**config.mk**
```make
export PLATFORM = sky130hd
export DESIGN_NAME = dcm_reset_ctrl
export DESIGN_NICKNAME = d
export VERILOG_FILES = /design/src/rtl/dcm_reset_ctrl.sv
export SDC_FILE = /design/constraint.sdc
export NUM_CORES = 1
export LEC_CHECK = 0
export ABC_AREA = 1
export BUFFER_PORTS_ARGS = -buffer_cell sky130_fd_sc_hd__buf_2
export CORE_AREA = 3 3 85 87
export CTS_BUF_LIST = sky130_fd_sc_hd__clkbuf_8
export CTS_CLUSTER_SIZE = 28
export DETAILED_ROUTE_END_ITERATION = 10
export DIE_AREA = 0 0 88 90
export PLACE_DENSITY_LB_ADDON = 0.3
export SYNTH_ARGS = -nofsm -noshare
export SYNTH_HDL_FRONTEND = slang
export SYNTH_SLANG_ARGS = --single-unit
```
**constraint.sdc**
```tcl
create_clock -name clk -period 4.6 [get_ports clk]
set_input_delay 0.92 -clock clk [delete_from_list [all_inputs] [get_ports clk]]
set_output_delay 0.92 -clock clk [all_outputs]
set_load 0.1 [all_outputs]
```
**src/rtl/dcm_reset_ctrl.sv**
```systemverilog
`default_nettype none
// ============================================================================
// Module      : dcm_reset_ctrl
// Description : Sequences the DCM_SP reset, waits for a verified lock, lets
//               the clock settle, then releases the design-wide reset. Lock
//               loss re-runs the sequence. Repeated consecutive failures
//               park the block in FAULT with the DCM held in reset.
// Revision    : 1.0 - initial release
// ============================================================================
module dcm_reset_ctrl #(
    parameter int RST_PULSE_CYCLES = 4,
    parameter int LOCK_TIMEOUT     = 33000,
    parameter int SETTLE_CYCLES    = 256,
    parameter int MAX_RETRIES      = 7
) (
    input  logic       clk,
    input  logic       rst,
    input  logic       dcm_locked,
    input  logic [7:0] dcm_status,
    input  logic       restart,
    output logic       dcm_rst,
    output logic       sys_rst,
    output logic       clk_ok,
    output logic       fault,
    output logic [3:0] retry_count
);

    localparam int MAX_A   = (LOCK_TIMEOUT > SETTLE_CYCLES) ? LOCK_TIMEOUT : SETTLE_CYCLES;
    localparam int MAX_CNT = (MAX_A > RST_PULSE_CYCLES) ? MAX_A : RST_PULSE_CYCLES;
    localparam int CNT_W   = (MAX_CNT > 1) ? $clog2(MAX_CNT) : 1;

    localparam logic [CNT_W-1:0] C_PULSE_LAST  = CNT_W'(RST_PULSE_CYCLES - 1);
    localparam logic [CNT_W-1:0] C_LOCK_LAST   = CNT_W'(LOCK_TIMEOUT - 1);
    localparam logic [CNT_W-1:0] C_SETTLE_LAST = CNT_W'(SETTLE_CYCLES - 1);
    localparam logic [3:0]       C_MAX_RETRY   = 4'(MAX_RETRIES);

    typedef enum logic [2:0] {
        ST_RESET_DCM = 3'd0,
        ST_WAIT_LOCK = 3'd1,
        ST_SETTLE    = 3'd2,
        ST_RUN       = 3'd3,
        ST_FAULT     = 3'd4
    } state_t;

    logic             locked_meta_q;
    logic             locked_s_q;
    logic             fxstop_meta_q;
    logic             fxstop_s_q;
    logic             good;
    logic             status_unused;

    state_t           state_q;
    state_t           state_d;
    logic [CNT_W-1:0] cnt_q;
    logic [CNT_W-1:0] cnt_d;
    logic [3:0]       retry_q;
    logic [3:0]       retry_d;
    logic [3:0]       retry_inc;
    logic             fail;

    logic             dcm_rst_q;
    logic             sys_rst_q;
    logic             clk_ok_q;
    logic             fault_q;

    // Two-flop synchronisers for the asynchronous DCM LOCKED and CLKFX-stopped pins
    always_ff @(posedge clk or posedge rst) begin
        if (rst) begin
            locked_meta_q <= 1'b0;
            locked_s_q    <= 1'b0;
            fxstop_meta_q <= 1'b0;
            fxstop_s_q    <= 1'b0;
        end else begin
            locked_meta_q <= dcm_locked;
            locked_s_q    <= locked_meta_q;
            fxstop_meta_q <= dcm_status[2];
            fxstop_s_q    <= fxstop_meta_q;
        end
    end

    // Only CLKFX-stopped matters; CLKIN-stopped is unobservable from this clock domain
    assign status_unused = ^{dcm_status[7:3], dcm_status[1:0]};
    assign good          = locked_s_q & ~fxstop_s_q;

    // Next-state logic: a failed attempt bumps the saturating retry count, restart overrides all
    always_comb begin
        state_d   = state_q;
        cnt_d     = cnt_q;
        retry_d   = retry_q;
        fail      = 1'b0;
        retry_inc = (retry_q == 4'hF) ? 4'hF : retry_q + 4'd1;

        case (state_q)
            ST_RESET_DCM: begin
                if (cnt_q == C_PULSE_LAST) begin
                    state_d = ST_WAIT_LOCK;
                    cnt_d   = '0;
                end else begin
                    cnt_d = cnt_q + 1'b1;
                end
            end
            ST_WAIT_LOCK: begin
                if (good) begin
                    state_d = ST_SETTLE;
                    cnt_d   = '0;
                end else if (cnt_q == C_LOCK_LAST) begin
                    fail = 1'b1;
                end else begin
                    cnt_d = cnt_q + 1'b1;
                end
            end
            ST_SETTLE: begin
                if (!good) begin
                    fail = 1'b1;
                end else if (cnt_q == C_SETTLE_LAST) begin
                    state_d = ST_RUN;
                    cnt_d   = '0;
                    retry_d = '0;
                end else begin
                    cnt_d = cnt_q + 1'b1;
                end
            end
            ST_RUN: begin
                if (!good) begin
                    fail = 1'b1;
                end
            end
            ST_FAULT: begin
                state_d = ST_FAULT;
            end
            default: begin
                state_d = ST_RESET_DCM;
                cnt_d   = '0;
            end
        endcase

        if (fail) begin
            retry_d = retry_inc;
            cnt_d   = '0;
            state_d = (retry_inc >= C_MAX_RETRY) ? ST_FAULT : ST_RESET_DCM;
        end

        if (restart) begin
            state_d = ST_RESET_DCM;
            cnt_d   = '0;
            retry_d = '0;
        end
    end

    // State, counters and registered outputs all update on the same edge
    always_ff @(posedge clk or posedge rst) begin
        if (rst) begin
            state_q   <= ST_RESET_DCM;
            cnt_q     <= '0;
            retry_q   <= '0;
            dcm_rst_q <= 1'b1;
            sys_rst_q <= 1'b1;
            clk_ok_q  <= 1'b0;
            fault_q   <= 1'b0;
        end else begin
            state_q   <= state_d;
            cnt_q     <= cnt_d;
            retry_q   <= retry_d;
            dcm_rst_q <= (state_d == ST_RESET_DCM) || (state_d == ST_FAULT);
            sys_rst_q <= (state_d != ST_RUN);
            clk_ok_q  <= (state_d == ST_RUN);
            fault_q   <= (state_d == ST_FAULT);
        end
    end

    assign dcm_rst     = dcm_rst_q;
    assign sys_rst     = sys_rst_q;
    assign clk_ok      = clk_ok_q;
    assign fault       = fault_q;
    assign retry_count = retry_q;

endmodule
`default_nettype wire

```
# Yosys cells after proc, flatten, opt, wreduce, memory -nomap -nowiden
# Cells that the tools add are included.
totals:
  regBits: 31
  latch_bits: 0
  mem_bits_rw: 0
  romBits: 0
  word_cells: 66
  n_memories: 0
classes:
  addsub: 2
  n_mul: 0
  div_mod_pow: 0
  order_cmp: 1
  n_eq_ne: 14
  shifts: 0
  mux: 26
  bitwise: 2
  reduce_logical: 10
op_table:
  columns: ["cell", "n"]
  rows:
  - ["16-bit two-way mux", 7]
  - ["16-bit one-hot mux with 4 select lines", 1]
  - ["4-bit two-way mux", 6]
  - ["3-bit two-way mux", 7]
  - ["16-bit by 1-bit adder with 16-bit output (second input constant)", 1]
  - ["16-bit equality test (second input constant)", 1]
  - ["16-bit by 2-bit equality test with 1-bit output (second input constant)", 1]
  - ["16-bit by 8-bit equality test with 1-bit output (second input constant)", 1]
  - ["3-bit one-hot mux with 5 select lines", 1]
  - ["3-bit by 2-bit equality test with 1-bit output (second input constant)", 3]
  - ["3-bit nonzero test", 3]
  - ["3-bit equality test (second input constant)", 2]
  - ["3-bit zero test", 2]
  - ["3-bit AND reduction", 2]
  - ["5-bit inequality test (second input constant)", 1]
  - ["4-bit by 1-bit adder with 4-bit output (second input constant)", 1]
  - ["4-bit equality test (second input constant)", 1]
  - ["4-bit by 3-bit >= comparator with 1-bit output (second input constant)", 1]
  - ["4-bit inequality test (second input constant)", 1]
  - ["2-bit OR reduction", 2]
  - ["3-bit by 1-bit equality test with 1-bit output (second input constant)", 1]
  - ["1-bit two-way mux", 3]
  - ["3-bit by 1-bit inequality test with 1-bit output (second input constant)", 1]
  - ["3-bit by 2-bit inequality test with 1-bit output (second input constant)", 1]
  - ["4 further kinds", 4]

# Depth between registers and ports, before layout
# Gate-level depths: netlist (run 1).
depth:
  word_depth: 8
  ltp_mapped: 13
  mapped_depth_nobuf: 12

# Worst setup path after synthesis (run 1)
# OpenSTA, ideal clock, no wires.
synth_path:
  kind: "reg2reg"
  start: "register retry_q[0] (netlist: retry_count[0])"
  end: "register fault_q (netlist: fault)"
  setup_time_ps: 71
  t_arrival_ps: 1913
  t_required_ps: 4529
  path_slack_ps: 2616
  path_stages_with_launch: 10
  n_path_buf: 0
  path_cell_list: "dfrtp_1 > ha_1 > nand2_1 > inv_1 > nand2_1 > o21ai_0 > nand3_1 > nand2_1 > o21ai_1 > nor2_1"
synth_via:
  elab_chain_cells: 7
  word_cells_on_any_way: 8
synth_rtl:
  columns: ["element", "line_no", "text"]
  rows:
  - ["start, declared", "56", "logic [3:0] retry_q;"]
  - ["start signal, assigned", "163", "retry_q <= retry_d;"]
  - ["4-bit by 1-bit adder with 4-bit output or 4-bit equality test (tied branches)", "91", "retry_inc = (retry_q == 4'hF) ? 4'hF : retry_q + 4'd1;"]
  - ["4-bit two-way mux (*)", "91", null]
  - ["4-bit by 3-bit >= comparator with 1-bit output (*)", "140", "state_d = (retry_inc >= C_MAX_RETRY) ? ST_FAULT : ST_RESET_DCM;"]
  - ["3-bit two-way mux (*)", "140", null]
  - ["3-bit two-way mux (*)", "137", "if (fail) begin"]
  - ["3-bit two-way mux (*)", "143", "if (restart) begin"]
  - ["3-bit equality test (*)", "167", "fault_q <= (state_d == ST_FAULT);"]
  - ["end signal, assigned", "167", null]
  - ["end, declared", "64", "logic fault_q;"]
# Every way passes the cells marked *; elsewhere a longest branch is shown, timed or not.
# A chain may end at the register's enable or synchronous reset.

# Worst setup path in the final report (run 1)
layout_path:
  start: "register state_q[1]"
  end: "register cnt_q[2]"
layout_via:
  elab_chain_cells: 5
  word_cells_on_any_way: 15
layout_rtl:
  columns: ["element", "line_no", "text"]
  rows:
  - ["start, declared", "52", "state_t state_q;"]
  - ["start signal, assigned", "161", "state_q <= state_d;"]
  - ["3-bit by 2-bit equality test with 1-bit output or 3-bit equality test (tied branches)", "93", "case (state_q)"]
  - ["2-bit OR reduction (no line)", null, null]
  - ["1-bit one-hot mux with 2 select lines or 16-bit one-hot mux with 4 select lines (tied branches)", "93", null]
  - ["5-bit inequality test (no line), or another cell as far along", null, null]
  - ["3-bit AND reduction (no line) or 16-bit two-way mux (tied branches)", null, null]
  - ["end signal, assigned", "162", "cnt_q <= cnt_d;"]
  - ["end, declared", "54", "logic [CNT_W-1:0] cnt_q;"]
# Parallel ways exist; a longest one is shown, timed or not.

==> impl_results.md, run 1 <==
- Status: finished clean
- Placement Rows: 29
- Max Cap Viol: 0
- Synthesis-stage register bit count: 31
- CTS buffer count: 5
- Worst slew pin tran: roughly 0.9 ns
- Initial Util: a little over a third
- Reg-to-Reg Start: state_q[1]$_DFF_PP0_
- Finish-stage setup viols: 0
- Initial antenna violation count: 0
- Top-area cell type share of the netlist area: 31.9%
- Top Family by Delay on Critical Path: simple AND/OR/NAND/NOR gates
- CP peak stage delay: between 0.6 and 0.7 ns
- CP Class: reg2reg
- Final antenna-violating net count: 0
- CP arrival: 2.38 ns
- PnR Total Power: approximately 0.0008 W
- Post-CTS sizing: 0
- Synth area leader: dfrtp_1
- Cells along the critical path: inv_1 -> nor2_1 -> inv_1 -> nor2_1 -> nor2_1 -> nor2_1 -> nand2_1 -> o21ai_1
- Vias: around 2200
- Cells after synthesis: 340
- # fillers: around 700
- Clock sinks: 31
- Drt pass-1 iters: 4
- Worst vdd ir: approximately 0.23 mV
- Fin area: between 2000 and 2500 µm²
- Crit-path max FO: 11
- Compound-Gate Fraction of Synth Area: between 3 and 4%
- Port buffer count: 12
- Multi-input gate area: approximately 1200 µm²
- Simple-Gate Fraction of Synth Area: 49.1%
- Post-synthesis sequential area ratio: 34.2%
- Root buffer cell: clkbuf_8
- Worst reg2reg endpoint: cnt_q[2]$_DFFE_PP0P_
- Final Hold Viols: 0
- Slowest CP cell: nor2_1
- Synth Area per Inst: between 6 and 7 µm²
- Core Footprint: 6420 µm²
- Final worst slack: around 2.4 ns
- TritonCTS clock tree: yes
- Total GRT Usage: 16.2%
- Startpoint types: flip-flop
- Synth Area in XOR/XNOR: 0.770%
- Min cycle time layout: 2.16 ns
- Global route total overflow: 0
- First-pass GRT wire length: ~10 mm
- Die H: roughly 90 µm
- Final cycle utilization of the critical path: between 40% and 50%
- Area share of fa/ha/maj cells after synthesis: approximately 1.1%
- Die area: 7920 µm²
- Share of layout cells above drive strength 1: between 10% and 20%
- 1st-iter DRT viols: 114
- Hold EP: locked_s_q$_DFF_PP0_
- Ports: 20
- Largest family of logic cells by synthesized area: simple AND/OR/NAND/NOR gates
- R2r setup slk: 2.44 ns
- Drc violations: 0
- Area occupied by registers: between 700 and 800 µm²
- Final HPWL from detailed placement: just over 4 mm
- Hold Crit Class: reg2reg
- Hold_sp: locked_meta_q$_DFF_PP0_
- Worst Hold Path Cells: 0
- RSZ-0062 raised after global routing: no
- Die span in x: 88 µm
- P per Cell Area: around 340 nW/µm²
- Non-Filler Instances: 425
- Fmax: 463 MHz
- Unique masters post-synth: 27
- Cell Area, Synth: 2270 µm²
- Max-slew violation count: 0
- Clk Latency, worst-skew pair: between 0.2 and 0.3 ns
- Crit end category: flip-flop
- Largest net degree at the start of global routing: 36
- Worst-case reg-to-reg path depth: 8
- CTS Buffer Depth: 2
- Via-per-instance ratio: between 5 and 6
- Final wirelength: roughly 5.9 mm
- Antenna Diode Count: 0
- Nets: 361
- Setup Skew: about 0.0054 ns
- Top cells by area, synth: dfrtp_1 32%, nand3_1 19%, nand2_1 13%
- Crit path required time: between 4 and 5 ns
- Wirelength per Cell: between 10 and 15 µm
- Syn. warnings: 0
- Placed cell count: 417
- Setup TNS: 0 ns
- Vias in the first global route: approximately 2300
- Gpl congestion: 0.871
- Slew HR: between 40% and 50%
- Place WS: between 2 and 2.5 ns
- Layout area overhead: 7.65%
- Hold bufs inserted after CTS: 0
- H-tree depth: 2
- Leak pwr: 1.24 nW
- Total nets after synthesis: ~350
- Setup bufs post-CTS: 0
- Mux cell area share after synthesis: 0%
- DP Area: approximately 2400 µm²
- Most frequent CP cell: nor2_1
- Crit path buffers/inverters: 2
- Clock slew at reported path FFs: around 0.080 ns
## cells by family after synthesis
logic type,count (synthesis)
simple gates,231
buf+inv,58
flops,31
compound gates,16
xor+xnor,2
fa+ha+maj,2
## layer usage
layer / global-route usage, % / part of all wire (%)
met1: 21.1 / 47
met2: 26.8 / 48
met3: 3.11 / 3.2
met4: 4.73 / 1.1
met5: 0 / 0
## flip-flops by register name, summed over array words and instances, names as in the netlist
signal and count:
locked_meta_q 1, retry_count 4, fxstop_meta_q 1, fault 1, fxstop_s_q 1, state_q 3, cnt_q 16, sys_rst 1
locked_s_q 1, dcm_rst 1, clk_ok 1
## worst max path at each step
stage	start	endpoint	slack, ns	depth (start not counted)
2_1_floorplan	retry_count[0]$_DFFE_PP0P_	fault$_DFF_PP0_	2.62	9
3_3_place_gp	restart	cnt_q[0]$_DFFE_PP0P_	2.20	4
4_1_cts	state_q[1]$_DFF_PP0_	cnt_q[3]$_DFFE_PP0P_	2.40	8
5_1_grt	cnt_q[0]$_DFFE_PP0P_	cnt_q[0]$_DFFE_PP0P_	2.21	8
6_report	state_q[1]$_DFF_PP0_	cnt_q[2]$_DFFE_PP0P_	2.44	8
3_5_place_dp	restart	cnt_q[3]$_DFFE_PP0P_	2.18	4
## metrics by stage
step	hold WS, ns	utilization, %
CTS	0.353	38.1
detailed placement	0.336	36.7
floorplan	0.331	-
global placement	0.331	36.7
finish	0.351	38.1
global route	0.363	38.1
## cells in the mapped netlist
| master | instances |
|---|---|
| buf_1 | 3 |
| nand2_4 | 1 |
| nand3_2 | 2 |
| nand4_4 | 1 |
| nand3_1 | 88 |
| a21oi_1 | 2 |
| nand2_1 | 77 |
| dfstp_2 | 2 |
| buf_6 | 3 |
| buf_4 | 1 |
| o21bai_1 | 1 |
| nand4_1 | 20 |
| buf_2 | 6 |
| nor2_2 | 8 |
| o21ai_1 | 7 |
| nor3_2 | 1 |
| nand2_2 | 4 |
| nor2_1 | 26 |
| nor2_4 | 2 |
| o211ai_1 | 1 |
| nor3_1 | 1 |
| o21ai_0 | 5 |
| ha_1 | 2 |
| xor2_1 | 2 |
| inv_1 | 41 |
| inv_2 | 4 |
| dfrtp_1 | 29 |
## cell usage in the layout, fill, tap and decap left out, types with 4 or more instances in the layout
cell / n
nand3_1: 88
nand2_1: 77
inv_1: 41
dfrtp_1: 29
nor2_1: 26
nand4_1: 20
buf_2: 12
nor2_2: 8
o21ai_1: 7
o21ai_0: 5
clkbuf_8: 5
inv_2: 4
nand2_2: 4
## where the power goes
group | switching, W | internal [W] | total, W
registers | 0.0000237 | 0.000298 | 0.000321
clock network | 0.000122 | 0.000108 | 0.000230
logic | 0.000211 | 0.0000596 | 0.000270
## layout make-up
cell class / instances / area share [%]
multi-input cells: 251 / 50.8
flip-flops and latches: 31 / 31.8
inverters: 45 / 6.90
well taps: 77 / 3.93
clock buffers: 5 / 2.81
repair buffers: 13 / 2.76
clock inverters: 3 / 0.971
Power figures use the tool's default switching activity.
==> run 2: changes to the inputs <==
==> constraint.sdc (replaced) <==
create_clock -name clk -period 1.8 [get_ports clk]
set_input_delay 0.36 -clock clk [delete_from_list [all_inputs] [get_ports clk]]
set_output_delay 0.36 -clock clk [all_outputs]
set_load 0.1 [all_outputs]
==> impl_results.md, run 2 (synthesis gave the netlist of run 1 again) <==
- Layout area overhead: 16.7%
- Min cycle time layout: 1.64 ns
- Area occupied by registers: approximately 800 µm²
- Setup Skew: ~0.0066 ns
- Most frequent cells in the layout: 88 x nand3_1, 76 x nand2_1, 41 x inv_1
- Worst vdd ir: between 0.3 and 0.4 mV
- CP arrival: 1.82 ns
- Worst reg2reg endpoint: cnt_q[11]$_DFFE_PP0P_
- Clk Latency, worst-skew pair: approximately 0.29 ns
- CTS Buffer Depth: 2
- Share of total power in combinational logic: a little under two fifths
- Slowest CP cell: dfrtp_1
- Top Family by Delay on Critical Path: simple AND/OR/NAND/NOR gates
- Vias: 2364
- TritonCTS clock tree: yes
- Hold Crit Class: in2async
- Die H: ~90 µm
- Hold Slack: between 0.1 and 0.15 ns
- Die area: 7920 µm²
- Switching Fraction: between 40% and 50%
- Share of layout cells above drive strength 1: 20.0%
- Psw: slightly above 0.0009 W
- Hold bufs inserted after CTS: 0
- # fillers: approximately 700
- Vias in the first global route: ~2200
- Clock slew at reported path FFs: around 0.08 ns
- Clock sinks: 31
- Leak pwr: around 1.3 nW
- H-tree depth: 2
- Status: finished clean
- Int Pwr: 0.00128 W
- Finish-stage setup viols: 0
- Worst slew pin tran: ~0.50 ns
- Cells along the critical path: inv_1 -> nand4_1 -> nor2_1 -> nand3_1 -> nand2_2 -> nand2_8 -> buf_12 -> nand3_1 -> nand2_1
- Worst-case reg-to-reg path depth: 9
- Final cycle utilization of the critical path: between 90% and 100%
- Slew HR: ~67%
- Via-per-instance ratio: ~5.3
- Final HPWL from detailed placement: around 4.5 mm
- Final Hold Viols: 0
- Crit-path max FO: 17
- Most frequent CP cell: nand3_1
- Non-Filler Instances: around 450
- Nets: between 300 and 400
- Crit path required time: ~2.0 ns
- Core Footprint: 6420 µm²
- Fmax: about 610 MHz
- Die span in x: 88 µm
- Placed cell count: approximately 440
- Critical path startpoint: cnt_q[8]$_DFFE_PP0P_
- Antenna Diode Count: 0
- Crit path buffers/inverters: 2
- Startpoint types: flip-flop
- Crit path to: cnt_q[11]$_DFFE_PP0P_
- Flop pwr share: between 30% and 40%
- R2r setup slk: between 0.15 and 0.2 ns
- Final antenna-violating net count: 0
- Total GRT Usage: between 10% and 20%
- CP Class: reg2reg
- Root buffer cell: clkbuf_8
- Clk pwr share: a little over a quarter
- Max-slew violation count: 0
- CP peak stage delay: 0.44 ns
- Initial Util: 35.4%
- Most common cell after layout, fill and taps aside: nand3_1
- Wirelength per Cell: 13.6 µm
- CP Depth: 9
- Initial antenna violation count: 0
- Largest net degree at the start of global routing: 32
- First-pass GRT wire length: 10.5 mm
- CTS buffer count: 5
- Multi-input gate area: 1270 µm²
- Global route total overflow: 0
- Largest Register: cnt_q
- Ports: 20
- Placement Rows: 29
- 1st-iter DRT viols: 205
- Setup TNS: 0 ns
- Final wirelength: slightly above 6 mm
- Max Cap Viol: 0
- RSZ-0062 raised after global routing: no
- Reg-to-Reg Start: cnt_q[8]$_DFFE_PP0P_
- Crit end category: flip-flop
- Number of flip-flops in the largest register: 16
- Drt pass-1 iters: 4
- Port buffer count: 12
- Drc violations: 0
- P per Cell Area: about 830 nW/µm²
- Gpl congestion: around 0.9
==> run 2: cell types whose count changed in the layout (fill, tap and decap cells not counted), sizes merged <==
cell	delta
buf	+22
==> run 2: tightest hold or removal path, stage by stage <==
cell,delay [ns]
buf_2,0.09
inv_1,0.04
buf_4,0.36
==> run 2: what timing repair did <==
action | CTS | global route
setup endpoints to repair | 0 | 22
setup buffers | 0 | 2
resized for setup | 0 | 6
hold endpoints to repair | 0 | 0
==> run 2: through the flow <==
stage | utilization [%] | total power [W] | setup slack, ns | cell area (µm²)
CTS | 40.7 | 0.00222 | 0.0352 | 2610
global placement | 39.3 | 0.00162 | 0.0504 | 2520
floorplan | - | 0.00140 | 0.0207 | 2280
global route | 41.3 | 0.00235 | 0.0162 | 2650
finish | 41.3 | 0.00220 | 0.162 | 2650
detailed placement | 39.3 | 0.00163 | 0.0529 | 2520
==> run 2: final cells by class <==
class | instances | share of cell area (%)
Clock buffer | 5 | 2.59
Clock inverter | 3 | 0.896
Inverter | 45 | 6.36
Multi-Input combinational cell | 251 | 47.8
Sequential cell | 31 | 29.5
Tap cell | 77 | 3.63
Timing Repair Buffer | 35 | 9.24
==> run 2: worst min path at each step <==
stage	from	to	slack, ns	depth (start not counted)
floorplan	fxstop_meta_q$_DFF_PP0_	fxstop_s_q$_DFF_PP0_	0.33	0
global placement	fxstop_meta_q$_DFF_PP0_	fxstop_s_q$_DFF_PP0_	0.33	0
finish	rst	cnt_q[7]$_DFFE_PP0P_	0.14	3
CTS	rst	fault$_DFF_PP0_	0.15	3
detailed placement	fxstop_meta_q$_DFF_PP0_	fxstop_s_q$_DFF_PP0_	0.34	0
global route	dcm_locked	locked_meta_q$_DFF_PP0_	0.15	1
==> run 2: power groups by stage <==
stage / logic [W] / registers (W) / clock network [W]
2_1_floorplan: 0.000463 / 0.000940 / 0
3_3_place_gp: 0.000801 / 0.000818 / 0
3_5_place_dp: 0.000810 / 0.000817 / 0
4_1_cts: 0.000813 / 0.000804 / 0.000606
5_1_grt: 0.000902 / 0.000814 / 0.000638
6_report: 0.000817 / 0.000805 / 0.000581
==> run 2: routing by layer <==
metal | GRT usage [%] | vias to the layer above | wire (µm)
met3 | 3.20 | 8 | 260
met2 | 26.3 | 58 | 2860
met4 | 4.86 | 0 | 77
li1 | - | 1183 | -
met5 | 0 | - | 0
met1 | 22.6 | 1115 | 2890
